### src/rtl/uart_pkg.sv
// Shared UART definitions: receiver state encodings and parity mode constants.
package uart_pkg;

  localparam int unsigned STATE_W = 3;

  // Parity modes
  localparam int unsigned PAR_NONE = 0;
  localparam int unsigned PAR_ODD  = 1;
  localparam int unsigned PAR_EVEN = 2;

  typedef enum logic [STATE_W-1:0] {
    ST_IDLE   = 3'd0,
    ST_START  = 3'd1,
    ST_DATA   = 3'd2,
    ST_PARITY = 3'd3,
    ST_STOP   = 3'd4,
    ST_BREAK  = 3'd5
  } rx_state_e;

endpackage

### src/rtl/sync_2ff.sv
// Two-flop synchroniser for a single asynchronous bit.
// Ports: clk, rst (async active-high), d (async input), q (synchronised output).
// Both flops reset to RST_VAL so the output is defined during reset.
module sync_2ff #(
  parameter logic RST_VAL = 1'b1
) (
  input  logic clk,
  input  logic rst,
  input  logic d,
  output logic q
);

  logic meta;

  always_ff @(posedge clk or posedge rst) begin
    if (rst) begin
      meta <= RST_VAL;
      q    <= RST_VAL;
    end else begin
      meta <= d;
      q    <= meta;
    end
  end

endmodule

### src/rtl/rx_uart_param.sv
// Parameterised UART receiver: start-bit mid-point qualification, LSB-first data,
// optional parity, one or two stop bits, and break hold-off after a framing error.
// Ports: clk, rst (async active-high), rx (async serial line, idle high),
//        data_out (last word), valid (one-cycle frame-complete strobe),
//        parity_err, frame_err (flags of last frame), busy (not IDLE),
//        state_out (current state encoding).
module rx_uart_param
  import uart_pkg::*;
#(
  parameter int unsigned CLK_HZ    = 27000000,
  parameter int unsigned BAUD      = 115200,
  parameter int unsigned DATA_BITS = 8,
  parameter int unsigned PARITY    = 0,
  parameter int unsigned STOP_BITS = 1
) (
  input  logic                 clk,
  input  logic                 rst,
  input  logic                 rx,
  output logic [DATA_BITS-1:0] data_out,
  output logic                 valid,
  output logic                 parity_err,
  output logic                 frame_err,
  output logic                 busy,
  output logic [STATE_W-1:0]   state_out
);

  localparam int unsigned CPB   = CLK_HZ / BAUD;
  localparam int unsigned HALF  = CPB / 2;
  localparam int unsigned CNT_W = $clog2(CPB);
  localparam int unsigned IDX_W = 4;

  if (DATA_BITS < 5 || DATA_BITS > 9 || STOP_BITS < 1 || STOP_BITS > 2 ||
      PARITY > 2 || CPB < 8) begin : g_bad_params
    $fatal(1, "rx_uart_param: illegal parameter set");
  end

  logic                 rx_s;
  rx_state_e            state, state_nx;
  logic [CNT_W-1:0]     cnt;
  logic [IDX_W-1:0]     idx;
  logic [DATA_BITS-1:0] shift;
  logic                 par_bit;
  logic                 ferr_acc;

  logic tick_c, sample_c, last_data_c, last_stop_c, ferr_c, perr_c, done_c;

  sync_2ff #(.RST_VAL(1'b1)) u_sync (
    .clk (clk),
    .rst (rst),
    .d   (rx),
    .q   (rx_s)
  );

  // State register
  always_ff @(posedge clk or posedge rst) begin
    if (rst) state <= ST_IDLE;
    else     state <= state_nx;
  end

  // Sample timing and frame-result decode; START samples at mid-bit, others one bit later
  always_comb begin
    tick_c      = 1'b0;
    sample_c    = 1'b0;
    last_data_c = 1'b0;
    last_stop_c = 1'b0;
    ferr_c      = 1'b0;
    perr_c      = 1'b0;
    done_c      = 1'b0;
    tick_c      = (state == ST_START) ? (cnt == CNT_W'(HALF - 1)) : (cnt == CNT_W'(CPB - 1));
    sample_c    = tick_c && (state inside {ST_START, ST_DATA, ST_PARITY, ST_STOP});
    last_data_c = (idx == IDX_W'(DATA_BITS - 1));
    last_stop_c = (idx == IDX_W'(STOP_BITS - 1));
    ferr_c      = ferr_acc | ~rx_s;
    if (PARITY != PAR_NONE)
      perr_c = ((^shift) ^ par_bit) != (PARITY == PAR_ODD);
    done_c      = sample_c && (state == ST_STOP) && last_stop_c;
  end

  // Next-state logic
  always_comb begin
    state_nx = state;
    case (state)
      ST_IDLE:   if (!rx_s) state_nx = ST_START;
      ST_START:  if (sample_c) state_nx = rx_s ? ST_IDLE : ST_DATA;
      ST_DATA:   if (sample_c && last_data_c)
                   state_nx = (PARITY != PAR_NONE) ? ST_PARITY : ST_STOP;
      ST_PARITY: if (sample_c) state_nx = ST_STOP;
      // Leave STOP right after the last sample so a gapless next start is seen
      ST_STOP:   if (done_c) state_nx = (ferr_c && !rx_s) ? ST_BREAK : ST_IDLE;
      ST_BREAK:  if (rx_s) state_nx = ST_IDLE;
      default:   state_nx = ST_IDLE;
    endcase
  end

  // Datapath: bit timer, bit index, shift register and registered outputs
  always_ff @(posedge clk or posedge rst) begin
    if (rst) begin
      cnt        <= '0;
      idx        <= '0;
      shift      <= '0;
      par_bit    <= 1'b0;
      ferr_acc   <= 1'b0;
      data_out   <= '0;
      valid      <= 1'b0;
      parity_err <= 1'b0;
      frame_err  <= 1'b0;
      busy       <= 1'b0;
    end else begin
      valid <= done_c;
      busy  <= (state_nx != ST_IDLE);

      if (state == ST_IDLE || state == ST_BREAK || sample_c) cnt <= '0;
      else                                                    cnt <= cnt + CNT_W'(1);

      if (sample_c && ((state == ST_DATA && !last_data_c) || (state == ST_STOP && !last_stop_c)))
        idx <= idx + IDX_W'(1);
      else if (sample_c || state == ST_IDLE)
        idx <= '0;

      if (sample_c && state == ST_DATA)   shift   <= {rx_s, shift[DATA_BITS-1:1]};
      if (sample_c && state == ST_PARITY) par_bit <= rx_s;

      if (sample_c && state == ST_START)     ferr_acc <= 1'b0;
      else if (sample_c && state == ST_STOP) ferr_acc <= ferr_c;

      if (done_c) begin
        data_out   <= shift;
        parity_err <= perr_c;
        frame_err  <= ferr_c;
      end
    end
  end

  assign state_out = state;

endmodule
### config.mk
export PLATFORM = sky130hd
export DESIGN_NAME = rx_uart_param
export DESIGN_NICKNAME = d
export VERILOG_FILES = /design/src/rtl/uart_pkg.sv /design/src/rtl/sync_2ff.sv /design/src/rtl/rx_uart_param.sv
export SDC_FILE = /design/constraint.sdc
export NUM_CORES = 1
export LEC_CHECK = 0
export CAP_MARGIN = 20
export CORE_MARGIN = 10
export CORE_UTILIZATION = 50
export CTS_CLUSTER_DIAMETER = 150
export DETAILED_ROUTE_END_ITERATION = 7
export DONT_BUFFER_PORTS = 1
export PLACE_DENSITY = 0.72
export SYNTH_ARGS = -nofsm -noshare
export SYNTH_HDL_FRONTEND = slang
export SYNTH_SLANG_ARGS = --single-unit
### constraint.sdc
create_clock -name clk -period 2.9 [get_ports clk]
set_input_delay 0.58 -clock clk [delete_from_list [all_inputs] [get_ports clk]]
set_output_delay 0.58 -clock clk [all_outputs]
set_load 0.005 [all_outputs]
==> results of run 1 <==
state kept, by name, indices dropped and copies added (netlist names), 3 cells and up:
signal,count
idx,4
state_out,3
cnt,8
data_out,8
shift,8
metrics by stage:
step | std cells | cell area (µm²)
2_1_floorplan | 151 | 1790
3_3_place_gp | 194 | 1820
3_5_place_dp | 194 | 1820
4_1_cts | 202 | 1870
5_1_grt | 202 | 1870
6_report | 202 | 1870
kinds of logic after synthesis:
group / Yosys count
other: 1
flip-flops: 37
buffers and inverters: 16
AO/OA/AOI/OAI: 19
XOR/XNOR: 7
multiplexers: 18
AND/OR/NAND/NOR: 49
adder cells (fa/ha/maj): 4
layer usage:
metal,vias up,wire length (µm),track usage [%]
li1,536,-,-
met1,579,1320,11.9
met2,38,1570,18.0
met3,12,231,4.62
met4,0,95,5.11
met5,-,0,0
power by group:
group | internal (mW) | leakage [nW] | switching (mW)
Sequential | 0.518 | 0.490 | 0.00136
Combinational | 0.00149 | 0.377 | 0.0108
Clock | 0.0913 | 0.0310 | 0.176
cells in the mapped netlist (3+ instances only):
cell	number
a21oi_1	4
nor2_1	13
dfrtp_1	35
o21ai_0	5
inv_1	10
nand2_1	5
xor2_1	5
mux2_4	10
or2_2	3
mux2_2	8
nor3_1	4
nor3b_1	4
ha_1	3
buf_6	3
critical path, delay by kind of cell, from the launching register on:
family	cells	cell delay (ps)
flip-flops	1	500
multiplexers	2	680
AND/OR/NAND/NOR	3	1320
final timing paths:
kind / start / end / cells after the start
worst max-delay path: state_out[1] / data_out[3] / 5
worst min-delay path: rst / data_out[2] / 2
worst max register to register: state_out[1] / data_out[3] / 5
worst min register to register: u_sync.meta / u_sync.q / 0
max in group asynchronous: rst / u_sync.meta / 2
min in group clk: rx / u_sync.meta / 0
final cells by class:
type,instances,area [µm²],share of cell area (%)
clock inverters,3,17.5,0.935
flip-flops and latches,37,928,49.5
multi-input cells,98,773,41.3
repair buffers,3,22.5,1.20
well taps,46,57.6,3.07
inverters,10,37.5,2.00
clock buffers,5,37.5,2.00
==> out/metrics.csv, run 1 <==
stage;metric;value;unit
outcome;status;finished clean;
cells_and_area;num_antenna_cells;0;
sta;tns;0;ps
clock_tree;cts_setup_buffers;0;
hold_path;worstHoldPathType;in2async;
synth;synthMuxAreaShare;13.4;%
cells_and_area;syn_to_final_growth;4.61;%
critical_path;critPathMaxStageDelay;600;ps
sta;fin_crit_sh;90.0;%
sta;timing.fmax;383;MHz
die;die_height;79.9;µm
synth;syn_area;1790;µm²
synth;synth.yosys.seq_area_share;51.8;%
run;drv_cap;0;
clock_tree;cts_tree;done;
grt;grtUsageTotal;10.9;%
critical_path;r2r_slack;290;ps
route;routed_wirelength;3220;µm
route;via_per_inst;5.77;
grt;grt_pass1_vias;1156;
cells_and_area;final_cell_mix;dfrtp_1 (35), nor2_1 (13), mux2_4 (10), inv_1 (10), mux2_2 (8);
sta;hold_violations;0;
synth;yosys-top-cells-area;dfrtp_1 (49%), mux2_4 (8.4%), mux2_2 (5.0%), dfstp_2 (2.9%), nor2_1 (2.7%);
clock_tree;clock_latency;350;ps
synth;ys_warn_count;0;
clock_tree;clkTransAtPathRegs;120;ps
grt;grt_pass1_wl;5580;µm
critical_path;cp_slowest_cell;or4_4;
clock_tree;max-clock-path-buffers;2;
sta;hold_ws;204;ps
critical_path;crit_path_frequent_cell;mux2_4;
synth;synth_xor_area_share;3.42;%
clock_tree;cts_buffers;5;
sta;grt_setup_unrepaired;false;
pwr;p_total;0.799;mW
clock_tree;cts_resized;0;
die;start_util;52.9;%
synth;ys_seq_elements;37;
critical_path;cp.required;3140;ps
route;drtIter0Drc;105;
sta;fin_skew;10.1;ps
clock_tree;clock_sinks;37;
critical_path;startpoint_type;flip-flop;
cells_and_area;drive_gt1_share;25.6;%
sta;relSlewSlack;57.2;%
sta;setup_violations;0;
grt;grt_overflow;0;
critical_path;arrival;2850;ps
synth;yosysTopAreaCell;dfrtp_1;
die;ios;18;
synth;synth_top_family_by_area;simple AND/OR/NAND/NOR gates;
grt;grt_max_degree;38;
route;drc;0;
synth;synth_top_area_share;48.9;%
grt;antenna_found_initial;0;
synth;postSynthNetCount;157;
synth;avgSynthCellArea;11.9;µm²
synth;yosysUniqueCellTypes;43;
place;post-place-ws;314;ps
synth;synthSimpleGateAreaFrac;16.0;%
pwr;p_per_area;426;nW/µm²
sta;slew_violations;0;
die;die-area;6380;µm²
pwr;peakVddDrop;0.172;mV
critical_path;cp-end-kind;flip-flop;
place;port_buffers;0;
synth;postSynth.asyncResetShare;100;%
die;core;3390;µm²
pwr;leakage;0.898;nW
cells_and_area;fin_util;55.3;%
synth;synthCells;151;
critical_path;crit_chain;or3b_4 -> mux2_4 -> or2_4 -> or4_4 -> mux2_4;
clock_tree;cts-root-buf;clkbuf_4;
critical_path;cp_max_fo;10;
sta;fin_crit;2610;ps
route;vias;1165;
route;ant_nets;0;
place;dp_hpwl;2370;µm
route;drtPass1Iterations;5;
clock_tree;postCtsHoldBufs;0;
synth;synth-main-ff-cell;dfrtp_1;
synth;synth_compound_area_share;7.47;%
place;place.gp.congestion;0.887;
cells_and_area;fin_nets;161;
synth;synth_edf_count;0;
sta;setup_ws;289;ps
die;rows;21;
sta;tightestPinTransition;641;ps
critical_path;path_class;reg2reg;
cells_and_area;fillers;293;
clock_tree;htree_levels;2;
route;wl_per_cell;15.9;µm
cells_and_area;final_common_cell;dfrtp_1;
synth;yosys.area_share.adder;2.65;%
die;die_w;79.9;µm
Note: power is estimated with default switching activity, not from simulation.
==> run 2, diff against run 1 <==
Settings changed: CAP_MARGIN 20 to default.
==> results of run 2 <==
Same layout as run 1: the final DEF is identical, and so are final timing and power.
